**config.mk**
```make
export PLATFORM = sky130hd
export DESIGN_NAME = hazard_pc_ctrl
export DESIGN_NICKNAME = d
export VERILOG_FILES = /design/src/rtl/hazard_pc_ctrl.sv
export SDC_FILE = /design/constraint.sdc
export NUM_CORES = 1
export LEC_CHECK = 0
export CAP_MARGIN = 25
export CORE_MARGIN = 4
export CORE_UTILIZATION = 31
export DETAILED_ROUTE_END_ITERATION = 10
export DONT_BUFFER_PORTS = 1
export PLACE_DENSITY = 0.44
export SLEW_MARGIN = 20
export SYNTH_ARGS = -nofsm -noshare
export SYNTH_HDL_FRONTEND = slang
export SYNTH_SLANG_ARGS = --single-unit
```
**constraint.sdc**
```tcl
create_clock -name clk_i -period 3.8 [get_ports clk_i]
set_input_delay 0.76 -clock clk_i [delete_from_list [all_inputs] [get_ports clk_i]]
set_output_delay 0.76 -clock clk_i [all_outputs]
set_load 0.01 [all_outputs]
```
**src/rtl/hazard_pc_ctrl.sv**
```systemverilog
// Load-use hazard detection and PC sequencing control: stalls, bubbles, branch flushes.
// Optional macro HAZARD_PC_CTRL_STALL_CNT_EN adds a saturating stall counter output.
module hazard_pc_ctrl #(
    parameter int unsigned FLUSH_CYCLES = 1,
    parameter int unsigned PC_STEP      = 4
) (
    input  logic        clk_i,
    input  logic        rst_i,
    input  logic        start_i,
    input  logic [31:0] pc_i,
    input  logic        IDEX_MemRead_i,
    input  logic [4:0]  IDEX_RegRt_i,
    input  logic [4:0]  IFID_RegRs_i,
    input  logic [4:0]  IFID_RegRt_i,
    input  logic        branch_taken_i,
    input  logic [31:0] branch_target_i,
    output logic [31:0] pc_next_o,
    output logic        PCWrite_o,
    output logic        IFIDWrite_o,
    output logic        IDEX_bubble_o,
    output logic        IFID_flush_o,
    output logic [1:0]  state_o
`ifdef HAZARD_PC_CTRL_STALL_CNT_EN
    ,
    output logic [15:0] stall_cnt_o
`endif
);

    localparam logic [1:0] IDLE  = 2'b00;
    localparam logic [1:0] RUN   = 2'b01;
    localparam logic [1:0] STALL = 2'b10;
    localparam logic [1:0] FLUSH = 2'b11;

    logic [1:0]  state_q, state_d;
    logic [2:0]  flush_cnt_q, flush_cnt_d;
    logic        hazard;
    logic [31:0] pc_seq;

    assign hazard = IDEX_MemRead_i && (IDEX_RegRt_i != 5'd0) &&
                    ((IDEX_RegRt_i == IFID_RegRs_i) || (IDEX_RegRt_i == IFID_RegRt_i));
    assign pc_seq  = pc_i + PC_STEP;
    assign state_o = state_q;

    always_comb begin
        state_d       = state_q;
        flush_cnt_d   = flush_cnt_q;
        pc_next_o     = pc_i;
        PCWrite_o     = 1'b0;
        IFIDWrite_o   = 1'b0;
        IDEX_bubble_o = 1'b0;
        IFID_flush_o  = 1'b0;
        case (state_q)
            IDLE: begin
                if (start_i) state_d = RUN;
            end
            RUN, STALL: begin
                if (!start_i) begin
                    state_d     = IDLE;
                    flush_cnt_d = 3'd0;
                end else if (branch_taken_i) begin
                    // Branch outranks a simultaneous load-use hazard.
                    PCWrite_o    = 1'b1;
                    IFIDWrite_o  = 1'b1;
                    IFID_flush_o = 1'b1;
                    pc_next_o    = branch_target_i;
                    if (FLUSH_CYCLES > 1) begin
                        state_d     = FLUSH;
                        flush_cnt_d = 3'(FLUSH_CYCLES - 1);
                    end else begin
                        state_d = RUN;
                    end
                end else if (hazard) begin
                    IDEX_bubble_o = 1'b1;
                    state_d       = STALL;
                end else begin
                    PCWrite_o   = 1'b1;
                    IFIDWrite_o = 1'b1;
                    pc_next_o   = pc_seq;
                    state_d     = RUN;
                end
            end
            FLUSH: begin
                if (!start_i) begin
                    state_d     = IDLE;
                    flush_cnt_d = 3'd0;
                end else begin
                    PCWrite_o    = 1'b1;
                    IFIDWrite_o  = 1'b1;
                    IFID_flush_o = 1'b1;
                    pc_next_o    = pc_seq;
                    flush_cnt_d  = flush_cnt_q - 3'd1;
                    if (flush_cnt_q <= 3'd1) state_d = RUN;
                end
            end
            default: state_d = IDLE;
        endcase
        // Controls stay quiet for the whole reset cycle, not just after it.
        if (rst_i) begin
            pc_next_o     = pc_i;
            PCWrite_o     = 1'b0;
            IFIDWrite_o   = 1'b0;
            IDEX_bubble_o = 1'b0;
            IFID_flush_o  = 1'b0;
        end
    end

    always_ff @(posedge clk_i) begin
        if (rst_i) begin
            state_q     <= IDLE;
            flush_cnt_q <= 3'd0;
        end else begin
            state_q     <= state_d;
            flush_cnt_q <= flush_cnt_d;
        end
    end

`ifdef HAZARD_PC_CTRL_STALL_CNT_EN
    logic [15:0] stall_cnt_q;

    always_ff @(posedge clk_i) begin
        if (rst_i) begin
            stall_cnt_q <= 16'd0;
        end else if (IDEX_bubble_o && (stall_cnt_q != 16'hFFFF)) begin
            stall_cnt_q <= stall_cnt_q + 16'd1;
        end
    end

    assign stall_cnt_o = stall_cnt_q;
`endif

endmodule

```
==> results.sh <==
export IMPL_ys_warn_count=0
export IMPL_fp_dieH_um=101.9
export IMPL_viasPerCell=6.473
export IMPL_grt_pass1_vias=3505
export IMPL_setup_worst_path_start_class="input port"
export IMPL_clock_path_buffers=2
export IMPL_rsz0062_at_grt="false"
export IMPL_cts_hold_buf=0
export IMPL_cts_tree="built"
export IMPL_fin_area_um2=2995
export IMPL_leakagePower_nw=1.012
export IMPL_dieArea_um2=10390
export IMPL_wl_per_cell_um=20.99
export IMPL_cap_violations=0
export IMPL_slew_violations=0
export IMPL_track_usage_pct=21.62
export IMPL_preCtsSetupSlack_ps=280.8
export IMPL_start_util_pct=31.67
export IMPL_cts_max_level=1
export IMPL_synth_flop_cell="dfxtp_1"
export IMPL_first_pass_iters=5
export IMPL_crit_buf_inv=1
export IMPL_core_area_um2=8636
export IMPL_status="complete, no violations"
export IMPL_synth_seq_area_share_pct=3.660
export IMPL_syn_to_final_growth_pct=9.515
export IMPL_drcViolationCount=0
export IMPL_synth_distinct_cells=73
export IMPL_fp_row_count=34
export IMPL_cp_end_kind="output pin"
export IMPL_cp_top_family="compound AO/OA/AOI/OAI gates"
export IMPL_async_reset_ff_share_pct=0
export IMPL_wl_mm=11.59
export IMPL_crit_fanout=7
export IMPL_power_frac_comb_pct=63.1
export IMPL_cts_buffers=3
export IMPL_synth_enable_flop_cells=0
export IMPL_hold_viol=0
export IMPL_clock_fmax_mhz=282.7
export IMPL_clkTransAtPathRegs_ps=40
export IMPL_antenna_cells=0
export IMPL_yosysTopAreaCellShare_pct=7.502
export IMPL_postLayoutSetupSlackWorst_ps=262.1
export IMPL_globalplace_congestion=0.9082
export IMPL_switching_share_pct=44.76
export IMPL_min_path_type="reg2reg"
export IMPL_timing_hold_ws_ps=498.1
export IMPL_syn_num_nets=539
export IMPL_dpl_cell_area_um2=2950
export IMPL_switching_power_mw=0.1862
export IMPL_cp_slowest_stage_delay_ps=520
export IMPL_die_w_um=101.9
export IMPL_overflow=0
export IMPL_crit_arrival_ps=2780
export IMPL_worst_path_max_delay_cell="or4_1"
export IMPL_finalSetupViolCount=0
export IMPL_ant_nets=0
export IMPL_antenna_found_initial=1
export IMPL_ioPinCount=122
export IMPL_drt_initial_drc_count=215
export IMPL_pwr_share_seq_pct=13.4
export IMPL_worstPathRequired_ps=3040
export IMPL_r2r_slack_ps=1710
export IMPL_fin_nets=535
export IMPL_hpwl_mm=8.893
export IMPL_power_density_nw_per_um2=138.9
export IMPL_synthTopCellsByArea="a21oi_1 7.5%, nand2_1 7.1%, o21ai_0 6.8%"
export IMPL_io_buffers=0
export IMPL_p_clk_share_pct=23.5
export IMPL_finalCritPeriodShare_pct=93.10
export IMPL_drive_gt1_share_pct=13.06
export IMPL_cts_resized_gates=0
export IMPL_synth_area_um2=2735
export IMPL_worst_slew_pin_slew_ps=796.9
export IMPL_max_slew_margin_rel_pct=46.87
export IMPL_fin_skew_ps=1.857
export IMPL_avgSynthCellArea_um2=6.092
export IMPL_p_int_mw=0.2298
export IMPL_postCtsSetupBuffers=0
export IMPL_critPathKind="in2out"
export IMPL_cts_root_buf="clkbuf_8"
export IMPL_power_mw=0.4159
export IMPL_num_vias=3573
export IMPL_synth_area_leader_cell="a21oi_1"
export IMPL_syn_inst=449
export IMPL_ys_seq_elements=5
export IMPL_grt_pass1_wl_mm=18.32
export IMPL_ir_drop_mv=0.06401
export IMPL_cp_cell_sequence="or4_1, o21ai_1, nor2_1, a31oi_2, a41oi_1, a221oi_1, buf_4"
export IMPL_fin_setup_tns_ps=0
export IMPL_grt_max_degree=49
export IMPL_clk_latency_ps=220
export IMPL_clock_sinks=5
export IMPL_finalCriticalPeriod_ps=3538
flip-flops by register name, summed over array words and instances, names as in the netlist:
name         cells
flush_cnt_q      3
state_o          2
layout make-up:
cell class	count	area, um2
clock buffers	4	45.04
fillers	954	5640
inverters	12	45.04
multi-input cells	390	2410
flip-flops and latches	5	100.1
well taps	108	135.1
repair buffers	33	260.3
cell families (layout without fill, tap and decap cells):
family	count (synthesis)	in the layout	share of synthesized area, %
AND/OR/NAND/NOR	194	194	36.73
AO/OA/AOI/OAI	169	169	41.31
multiplexers	6	6	2.516
adder cells (fa/ha/maj)	6	6	2.745
flip-flops	5	5	3.660
buffers and inverters	54	49	8.234
XOR/XNOR	15	15	4.803
synth_stat cells, drive strengths merged (4+ instances only):
cell,n
nand2,52
mux2,4
nand4,8
a211oi,7
o211ai,6
nor4,9
or3,4
a31oi,7
ha,6
xor2,12
dfxtp,5
nand3,30
o22ai,5
clkbuf,31
or4,7
a41oi,4
o221ai,10
a221oi,5
nor2,39
o21ai,39
and3,11
nor3,18
a21oi,41
buf,11
inv,11
a22oi,7
a21o,7
worst paths after layout:
check,from,cells past startpoint,endpoint
worst max-delay path,IDEX_RegRt_i[1],7,pc_next_o[10]
worst max register to register,state_o[1]$_SDFFE_PP0P_,7,flush_cnt_q[2]$_SDFFE_PP0P_
worst min register to register,flush_cnt_q[1]$_SDFFE_PP0P_,2,flush_cnt_q[1]$_SDFFE_PP0P_
worst min-delay path,flush_cnt_q[1]$_SDFFE_PP0P_,2,flush_cnt_q[1]$_SDFFE_PP0P_
routing by layer:
| metal | wire (um) | share of wire (%) | vias to the layer above | global-route usage [%] |
|---|---|---|---|---|
| li1 | - | - | 1718 | - |
| met1 | 4959 | 43 | 1661 | 29.15 |
| met2 | 5403 | 47 | 173 | 36.02 |
| met3 | 1009 | 8.7 | 19 | 4.027 |
| met4 | 201 | 1.7 | 2 | 4.642 |
| met5 | 13 | 0.11 | - | 0 |
power by group through the flow:
stage	registers (mW)	logic, mW	clock network, mW
after floorplan	0.0563	0.206	0
after global placement	0.0565	0.261	0
after detailed placement	0.0565	0.261	0
after CTS	0.0557	0.263	0.100
after global routing	0.0559	0.292	0.106
final	0.0557	0.262	0.0979
worst register-to-register path: cells and delay by family, from the launching register on:
| family | cells | cell delay (ps) |
|---|---|---|
| and+or+nand+nor | 1 | 80 |
| buffers and inverters | 3 | 670 |
| adders and majority gates | 1 | 590 |
| DFF | 1 | 420 |
| AOI/OAI and AO/OA | 2 | 270 |
layout by cell type, fill, tap and decap left out, drive strengths merged, types with 7 or more instances in the layout:
cell type  count
nand2         52
a21oi         41
nor2          39
o21ai         39
buf           33
nand3         30
nor3          18
xor2          12
inv           11
and3          11
o221ai        10
nor4           9
nand4          8
a21o           7
a211oi         7
a22oi          7
a31oi          7
or4            7
per-stage QoR:
| step | std cells | utilization (%) |
|---|---|---|
| after floorplan | 449 | - |
| after global placement | 548 | 34.16 |
| after detailed placement | 548 | 34.16 |
| after CTS | 552 | 34.69 |
| after global routing | 552 | 34.69 |
| final | 552 | 34.69 |
(Power assumes the default switching activity.)
